**config.mk**
```make
export PLATFORM = sky130hd
export DESIGN_NAME = corescore_uart_tx
export DESIGN_NICKNAME = d
export VERILOG_FILES = /design/src/rtl/corescore_uart_tx.sv
export SDC_FILE = /design/constraint.sdc
export NUM_CORES = 1
export LEC_CHECK = 0
export CORE_MARGIN = 2
export CORE_UTILIZATION = 40
export CTS_CLUSTER_SIZE = 8
export DETAILED_ROUTE_END_ITERATION = 12
export DONT_BUFFER_PORTS = 1
export GPL_TIMING_DRIVEN = 1
export HOLD_SLACK_MARGIN = 0.08
export PLACE_DENSITY = 0.66
export SETUP_SLACK_MARGIN = 0.1
export SYNTH_ARGS = -nofsm -noshare
export SYNTH_HDL_FRONTEND = slang
export SYNTH_SLANG_ARGS = --single-unit
export TNS_END_PERCENT = 1
```
**constraint.sdc**
```tcl
create_clock -name i_clk -period 1.8 [get_ports i_clk]
set_input_delay 0.36 -clock i_clk [delete_from_list [all_inputs] [get_ports i_clk]]
set_output_delay 0.36 -clock i_clk [all_outputs]
set_load 0.02 [all_outputs]
```
**src/rtl/corescore_uart_tx.sv**
```systemverilog
// AXI-stream byte sink that serialises each accepted byte as an 8N1 UART frame, LSB first,
// optionally following a tlast byte with an LF frame.
module corescore_uart_tx #(
  parameter int unsigned CLK_FREQ_HZ = 50_000_000,
  parameter int unsigned BAUD        = 57600,
  parameter bit          APPEND_LF   = 1'b1
) (
  input  logic       i_clk,
  input  logic       i_rst,
  input  logic [7:0] i_tdata,
  input  logic       i_tlast,
  input  logic       i_tvalid,
  output logic       o_tready,
  output logic       o_uart_tx,
  output logic       o_busy
);

  localparam int unsigned DIV = (CLK_FREQ_HZ + BAUD / 2) / BAUD;
  localparam int unsigned CW  = (DIV > 2) ? $clog2(DIV) : 1;
  localparam logic [CW-1:0] RELOAD = CW'(DIV - 1);

  if (DIV < 2) begin : g_div_check
    $error("corescore_uart_tx: clocks per bit must be at least 2");
  end

  typedef enum logic [1:0] {IDLE, START, DATA, STOP} state_t;

  state_t        state, state_next;
  logic [7:0]    shreg, shreg_next;
  logic [2:0]    bit_idx, bit_next;
  logic [CW-1:0] cnt, cnt_next;
  logic          lf_pending, lf_next;
  logic          tx_next, rdy_next, busy_next;

  // State, datapath and registered outputs
  always_ff @(posedge i_clk or posedge i_rst) begin
    if (i_rst) begin
      state      <= IDLE;
      shreg      <= '0;
      bit_idx    <= '0;
      cnt        <= '0;
      lf_pending <= 1'b0;
      o_uart_tx  <= 1'b1;
      o_tready   <= 1'b0;
      o_busy     <= 1'b0;
    end else begin
      state      <= state_next;
      shreg      <= shreg_next;
      bit_idx    <= bit_next;
      cnt        <= cnt_next;
      lf_pending <= lf_next;
      o_uart_tx  <= tx_next;
      o_tready   <= rdy_next;
      o_busy     <= busy_next;
    end
  end

  // Next state; the baud counter reloads whenever a bit period begins
  always_comb begin
    state_next = state;
    shreg_next = shreg;
    bit_next   = bit_idx;
    cnt_next   = cnt - CW'(1);
    lf_next    = lf_pending;
    unique case (state)
      IDLE: begin
        cnt_next = cnt;
        if (i_tvalid && o_tready) begin
          state_next = START;
          shreg_next = i_tdata;
          lf_next    = APPEND_LF && i_tlast;
          cnt_next   = RELOAD;
        end
      end
      START: begin
        if (cnt == '0) begin
          state_next = DATA;
          bit_next   = 3'd0;
          cnt_next   = RELOAD;
        end
      end
      DATA: begin
        if (cnt == '0) begin
          cnt_next = RELOAD;
          if (bit_idx == 3'd7) begin
            state_next = STOP;
          end else begin
            shreg_next = shreg >> 1;
            bit_next   = bit_idx + 3'd1;
          end
        end
      end
      STOP: begin
        if (cnt == '0) begin
          cnt_next = RELOAD;
          // A pending LF chains straight into its start bit with no idle cycle
          if (lf_pending) begin
            state_next = START;
            shreg_next = 8'h0A;
            lf_next    = 1'b0;
          end else begin
            state_next = IDLE;
          end
        end
      end
      default: state_next = IDLE;
    endcase
  end

  // Output values for the state being entered, so they line up with it once registered
  always_comb begin
    tx_next   = 1'b1;
    rdy_next  = 1'b0;
    busy_next = 1'b1;
    unique case (state_next)
      IDLE: begin
        rdy_next  = 1'b1;
        busy_next = 1'b0;
      end
      START:   tx_next = 1'b0;
      DATA:    tx_next = shreg_next[0];
      default: tx_next = 1'b1;
    endcase
  end

endmodule

```
==> impl_metrics.env, run 1 <==
export IMPL_status="completed"
export IMPL_start_kind="register"
export IMPL_cts_tree="yes"
export IMPL_die_y_um=63.6
export IMPL_overflow=0
export IMPL_syn_area_um2=1420
export IMPL_grt_pass1_wl_mm=5.28
export IMPL_finClkSkew_ps=10.4
export IMPL_cp_max_fo=7
export IMPL_rsz0062_at_grt="true"
export IMPL_hold_path_class="primary input to register"
export IMPL_endpoint_kind="register"
export IMPL_synth_area_per_cell_um2=9.66
export IMPL_grt_use_total=0.163
export IMPL_core_um2=3360
export IMPL_peakVddDrop_mv=0.403
export IMPL_drtIter0Drc=25
export IMPL_dieArea_um2=4040
export IMPL_critPathCapture="o_uart_tx$_DFF_PP1_"
export IMPL_start_util=0.422
export IMPL_area_growth_pct=24.8
export IMPL_synth_common_cells="dfrtp_1, nand2_1, o21ai_0"
export IMPL_cts_root_buf="clkbuf_4"
export IMPL_power_leakage_nw=0.760
export IMPL_clock_sinks=27
export IMPL_clk_latency_ps=330
export IMPL_slew_headroom=0.691
export IMPL_ys_warn_count=0
export IMPL_hpwl_mm=2.24
export IMPL_yosys_register_bits=27
export IMPL_finalInstanceArea_um2=1770
export IMPL_crit_required_ps=2070
export IMPL_fill_cells=336
export IMPL_synth_area_leaders="dfrtp_1, o21ai_0, nand2_1"
export IMPL_grt_max_degree=28
export IMPL_cts_buffers=3
export IMPL_power_density_nw_per_um2=501
export IMPL_ys_flop_type="dfrtp_1"
export IMPL_drc_errors=0
export IMPL_die_w_um=63.6
export IMPL_seq_area_frac_synth=0.477
export IMPL_worstPathArrival_ps=2060
export IMPL_dr_pass1_iters=5
export IMPL_clkTransAtPathRegs_ps=150
export IMPL_antenna_found_initial=0
export IMPL_r2r_cells=7
export IMPL_maxCapViolCount=0
export IMPL_antennaDiodeCount=0
export IMPL_synth_edf_count=0
export IMPL_max_freq_ghz=0.558
export IMPL_placed_area_um2=1630
export IMPL_fin_nets=189
export IMPL_cts_buffer_depth=2
export IMPL_dp_cells=210
export IMPL_grt_pass1_vias=1183
export IMPL_via_per_inst=5.47
export IMPL_rr_startpoint="cnt[1]$_DFFE_PP0N_"
export IMPL_worstReg2RegEnd="o_uart_tx$_DFF_PP1_"
export IMPL_htree_levels=1
export IMPL_fin_crit_sh=0.995
export IMPL_wl_mm=2.94
export IMPL_final_min_clock_period_ps=1790
export IMPL_yosysMostFrequentCell="dfrtp_1"
export IMPL_ant_nets=0
export IMPL_io_buffers=0
export IMPL_worst_slew_pin_slew_ps=462
export IMPL_syn_instance_count=147
export IMPL_yosysUniqueCellTypes=39
export IMPL_drive_gt1_frac=0.283
export IMPL_io_pin_count=15
export IMPL_rrSetupSlack_ps=9
export IMPL_final_hold_violation_count=0
export IMPL_crit_type="register to register"
export IMPL_cp_startpoint="cnt[1]$_DFFE_PP0N_"
export IMPL_synth_top_cell_by_area="dfrtp_1"
export IMPL_setup_violations=0
export IMPL_synth_async_reset_ratio=1.00
export IMPL_rows=21
export IMPL_syn_nets=162
export IMPL_synth_top_cell_area_share=0.458
export IMPL_drv_slew=0
export IMPL_final_cell_count_no_fill=219
export IMPL_vias=1198
export IMPL_wl_per_cell_um=13.4
export IMPL_routabilityCongestion=0.822
[registers in the layout (all words and copies together) (netlist names)]
register    count
cnt            10
shreg           8
bit_idx         3
state           2
o_busy          1
lf_pending      1
o_uart_tx       1
o_tready        1
[through the flow]
stage	utilization	hold WS, ps	power, mW	TNS [ps]	setup WS, ps
2_1_floorplan	-	412	0.628	0	40.5
3_3_place_gp	0.485	323	0.632	0	75.5
3_5_place_dp	0.485	330	0.633	0	1.47
4_1_cts	0.507	150	0.897	-0.744	-0.744
5_1_grt	0.527	171	0.919	-462	-97.1
6_report	0.527	157	0.888	0	9.22
[worst min-delay path by stage]
stage	slack (ps)	start	depth (start not counted)	end
2_1_floorplan	410	i_rst	1	bit_idx[0]$_DFFE_PP0P_
3_3_place_gp	320	i_rst	2	cnt[2]$_DFFE_PP0N_
3_5_place_dp	330	i_rst	2	cnt[2]$_DFFE_PP0N_
4_1_cts	150	i_tlast	2	lf_pending$_DFFE_PP0P_
5_1_grt	170	i_tdata[7]	1	shreg[7]$_DFFE_PP0P_
6_report	160	i_tlast	2	lf_pending$_DFFE_PP0P_
[logic make-up after synthesis]
| group | synth area share |
|---|---|
| compound gates | 0.241 |
| flops | 0.477 |
| buf+inv | 0.0317 |
| fa+ha+maj | 0.0264 |
| xor+xnor | 0.0185 |
| simple gates | 0.206 |
[report_power, final]
part / internal, mW / leakage [nW] / total (mW) / switching, mW
combinational: 0.00359 / 0.430 / 0.0149 / 0.0113
sequential: 0.607 / 0.312 / 0.607 / 0
clock: 0.0834 / 0.0177 / 0.266 / 0.183
total: 0.694 / 0.760 / 0.888 / 0.194
[critical path, cell delays in order, from the launching register on]
cell	delay, ps
dfrtp_1	420
inv_2	90
ha_4	130
nor3b_4	270
nand3_4	150
or2_0	230
a32o_2	280
o21a_1	170
[area by class of cell]
type,count,area (um2),area share
multi-input cells,109,778,0.439
flip-flops and latches,27,677,0.382
repair buffers,26,205,0.116
well taps,46,57.6,0.0325
inverters,7,26.3,0.0148
clock buffers,3,22.5,0.0127
clock inverters,1,5.00,0.00282
[metal layers]
layer,up-vias,wire length (um),track usage
li1,592,-,-
met1,587,1370,0.219
met2,17,1450,0.274
met3,2,100,0.0214
met4,0,20,0.0489
met5,-,0,0
[repair_timing]
action | in CTS | in global routing
resized for setup | 5 | 14
pin swaps | 10 | 11
endpoints found under the setup margin | 14 | 23
buffers inserted | 2 | 2
hold buffers | 1 | 0
endpoints found under the hold margin | 26 | 0
cloned | 0 | 0
[cells in the final DEF (no fill, tap or decap), types with 4 or more instances in the layout]
| cell | instances |
|---|---|
| a22o_1 | 6 |
| a21oi_1 | 6 |
| a21o_1 | 4 |
| inv_1 | 5 |
| o21ai_0 | 13 |
| nor2_1 | 11 |
| dfrtp_1 | 26 |
| buf_4 | 23 |
| nand2_1 | 17 |
| o21ai_1 | 4 |
(Power assumes the default switching activity.)
==> run 2: changes to the inputs <==
- CELL_PAD_IN_SITES_DETAIL_PLACEMENT: default -> 0
- CELL_PAD_IN_SITES_GLOBAL_PLACEMENT: default -> 2
- CORE_MARGIN: 2 -> 1.5
- CORE_UTILIZATION: 40 -> 35
- PLACE_DENSITY: 0.66 -> 0.83
==> run 2 against run 1 <==
Power grew 8.4%. Combinational power grew 4%. Cell area grew 1.8%. Sequential power hardly changed. Non-clock buffer count is 3 higher. Register-to-register slack better by 40 ps. Flip-flop and latch count did not move. Fmax increased by 2.3%. Critical endpoint is now shreg[3]$_DFFE_PP0P_.
==> impl_metrics.env, run 2 (synthesized netlist as in run 1, its figures left out) <==
export IMPL_status="completed"
export IMPL_area_growth_pct=27.0
export IMPL_grt_pass1_vias=1227
export IMPL_register_area_um2=678
export IMPL_crit_type="register to register"
export IMPL_peakVddDrop_mv=0.313
export IMPL_final_min_clock_period_ps=1750
export IMPL_cts_tree="yes"
export IMPL_fill_cells=340
export IMPL_whs_ps=213
export IMPL_dieArea_um2=4450
export IMPL_cts_buffers=3
export IMPL_rsz0062_at_grt="true"
export IMPL_largest_reg_flops=10
export IMPL_drtIter0Drc=38
export IMPL_final_hold_violation_count=0
export IMPL_finalWorstSetupSlack_ps=49.9
export IMPL_power_leakage_nw=0.780
export IMPL_routabilityCongestion=0.792
export IMPL_finClkSkew_ps=2.68
export IMPL_crit_required_ps=1960
export IMPL_multi_input_area_um2=771
export IMPL_via_per_inst=5.33
export IMPL_setup_violations=0
export IMPL_rows=22
export IMPL_start_util=0.377
export IMPL_slew_headroom=0.731
export IMPL_hpwl_mm=2.35
export IMPL_fin_nets=192
export IMPL_max_flop_register="cnt"
export IMPL_layout_common_cells="buf_4, dfrtp_1, nand2_1"
export IMPL_worstPathCellList="inv_2 > ha_4 > nor3b_4 > nand3_4 > a21oi_2 > o21bai_2 > a221o_1"
export IMPL_die_y_um=66.7
export IMPL_seq_power_share=0.630
export IMPL_wl_met3_um=79
export IMPL_ant_nets=0
export IMPL_utilization=0.478
export IMPL_drv_slew=0
export IMPL_dp_cells=215
export IMPL_vias=1195
export IMPL_route_met2_wl_mm=1.47
export IMPL_slowest_stage="dfrtp_1"
export IMPL_dr_pass1_iters=4
export IMPL_io_pin_count=15
export IMPL_clock_sinks=27
export IMPL_core_um2=3770
export IMPL_io_buffers=0
export IMPL_dpl_worst_slack_ps=3.05
export IMPL_combPwrFrac=0.016
export IMPL_power_density_nw_per_um2=534
export IMPL_clk_latency_ps=270
export IMPL_final_common_cell="buf_4"
export IMPL_top_layer_used="met4"
export IMPL_top_regs="cnt (10), shreg (8), bit_idx (3)"
export IMPL_p_switching_uw=194
export IMPL_drive_gt1_frac=0.290
export IMPL_wl_per_cell_um=13.9
export IMPL_clkPwrFrac=0.354
export IMPL_cp_max_fo=7
export IMPL_clkTransAtPathRegs_ps=90
export IMPL_wl_met1_mm=1.52
export IMPL_cts_root_buf="clkbuf_8"
export IMPL_grt_use_total=0.161
export IMPL_drc_errors=0
export IMPL_fin_crit_sh=0.972
export IMPL_die_w_um=66.7
export IMPL_antennaDiodeCount=0
export IMPL_endpoint_kind="register"
export IMPL_htree_levels=1
export IMPL_final_cell_count_no_fill=224
export IMPL_grt_pass1_wl_mm=5.41
export IMPL_worst_slew_pin_slew_ps=400
export IMPL_antenna_found_initial=0
export IMPL_overflow=0
export IMPL_max_freq_ghz=0.571
export IMPL_swShare=0.202
export IMPL_cts_buffer_depth=2
export IMPL_hold_path_class="primary input to register"
export IMPL_start_kind="register"
export IMPL_wl_mm=3.12
export IMPL_worstPathArrival_ps=1910
export IMPL_grt_max_degree=28
export IMPL_maxCapViolCount=0
export IMPL_p_int_uw=768
export IMPL_cpPeakStageDelay_ps=390
==> run 2: power groups by stage <==
stage                     logic [mW]  registers [mW]  clock network [mW]
after global routing          0.0187           0.606               0.375
after floorplan              0.00952           0.618                   0
after global placement        0.0144           0.618                   0
after CTS                     0.0167           0.606               0.354
after detailed placement      0.0152           0.618                   0
final                         0.0155           0.606               0.341
==> run 2: worst paths after layout <==
kind	cells after the start	slack [ps]	endpoint	from
setup / recovery	7	50	shreg[3]$_DFFE_PP0P_	cnt[1]$_DFFE_PP0N_
hold / removal	2	210	lf_pending$_DFFE_PP0P_	i_tlast
setup reg to reg	7	50	shreg[3]$_DFFE_PP0P_	cnt[1]$_DFFE_PP0N_
hold reg to reg	1	490	shreg[6]$_DFFE_PP0P_	shreg[6]$_DFFE_PP0P_
max in group asynchronous	3	920	o_uart_tx$_DFF_PP1_	i_rst
min in group asynchronous	3	580	cnt[2]$_DFFE_PP0N_	i_rst
==> run 2: critical path: cells and delay by family, from the launching register on <==
family | cells | cell delay, ps
flops | 1 | 390
compound gates | 3 | 620
buf+inv | 1 | 80
simple gates | 2 | 410
fa+ha+maj | 1 | 130
==> run 2: routing by layer <==
| layer | vias to the layer above | track usage |
|---|---|---|
| li1 | 594 | - |
| met1 | 584 | 0.211 |
| met2 | 12 | 0.253 |
| met3 | 5 | 0.0338 |
| met4 | 0 | 0.0740 |
| met5 | - | 0 |
==> run 2: metrics by stage <==
stage | setup TNS, ps | total power, mW | instance area (um2)
after floorplan | 0 | 0.628 | 1440
after global placement | 0 | 0.632 | 1660
after detailed placement | 0 | 0.633 | 1660
after CTS | 0 | 0.977 | 1770
after global routing | -243 | 1.00 | 1800
final | 0 | 0.963 | 1800
==> run 2: cell type report <==
type	instances	area share
clock buffers	4	0.0250
repair buffers	29	0.124
inverters	7	0.0146
flip-flops and latches	27	0.376
multi-input cells	109	0.427
well taps	48	0.0333
==> run 2: timing repair <==
item,4_1_cts,5_1_grt
gates resized for setup,4,14
setup endpoints to repair,13,21
pin swaps,3,9
hold buffers,1,0
setup buffers,4,0
cloned,0,0
endpoints found under the hold margin,26,0
==> run 3: changes to the inputs <==
- ABC_CLOCK_PERIOD_IN_PS: default -> 1800
==> results of run 3 <==
Final layout, timing and power as in run 2 (identical DEF).
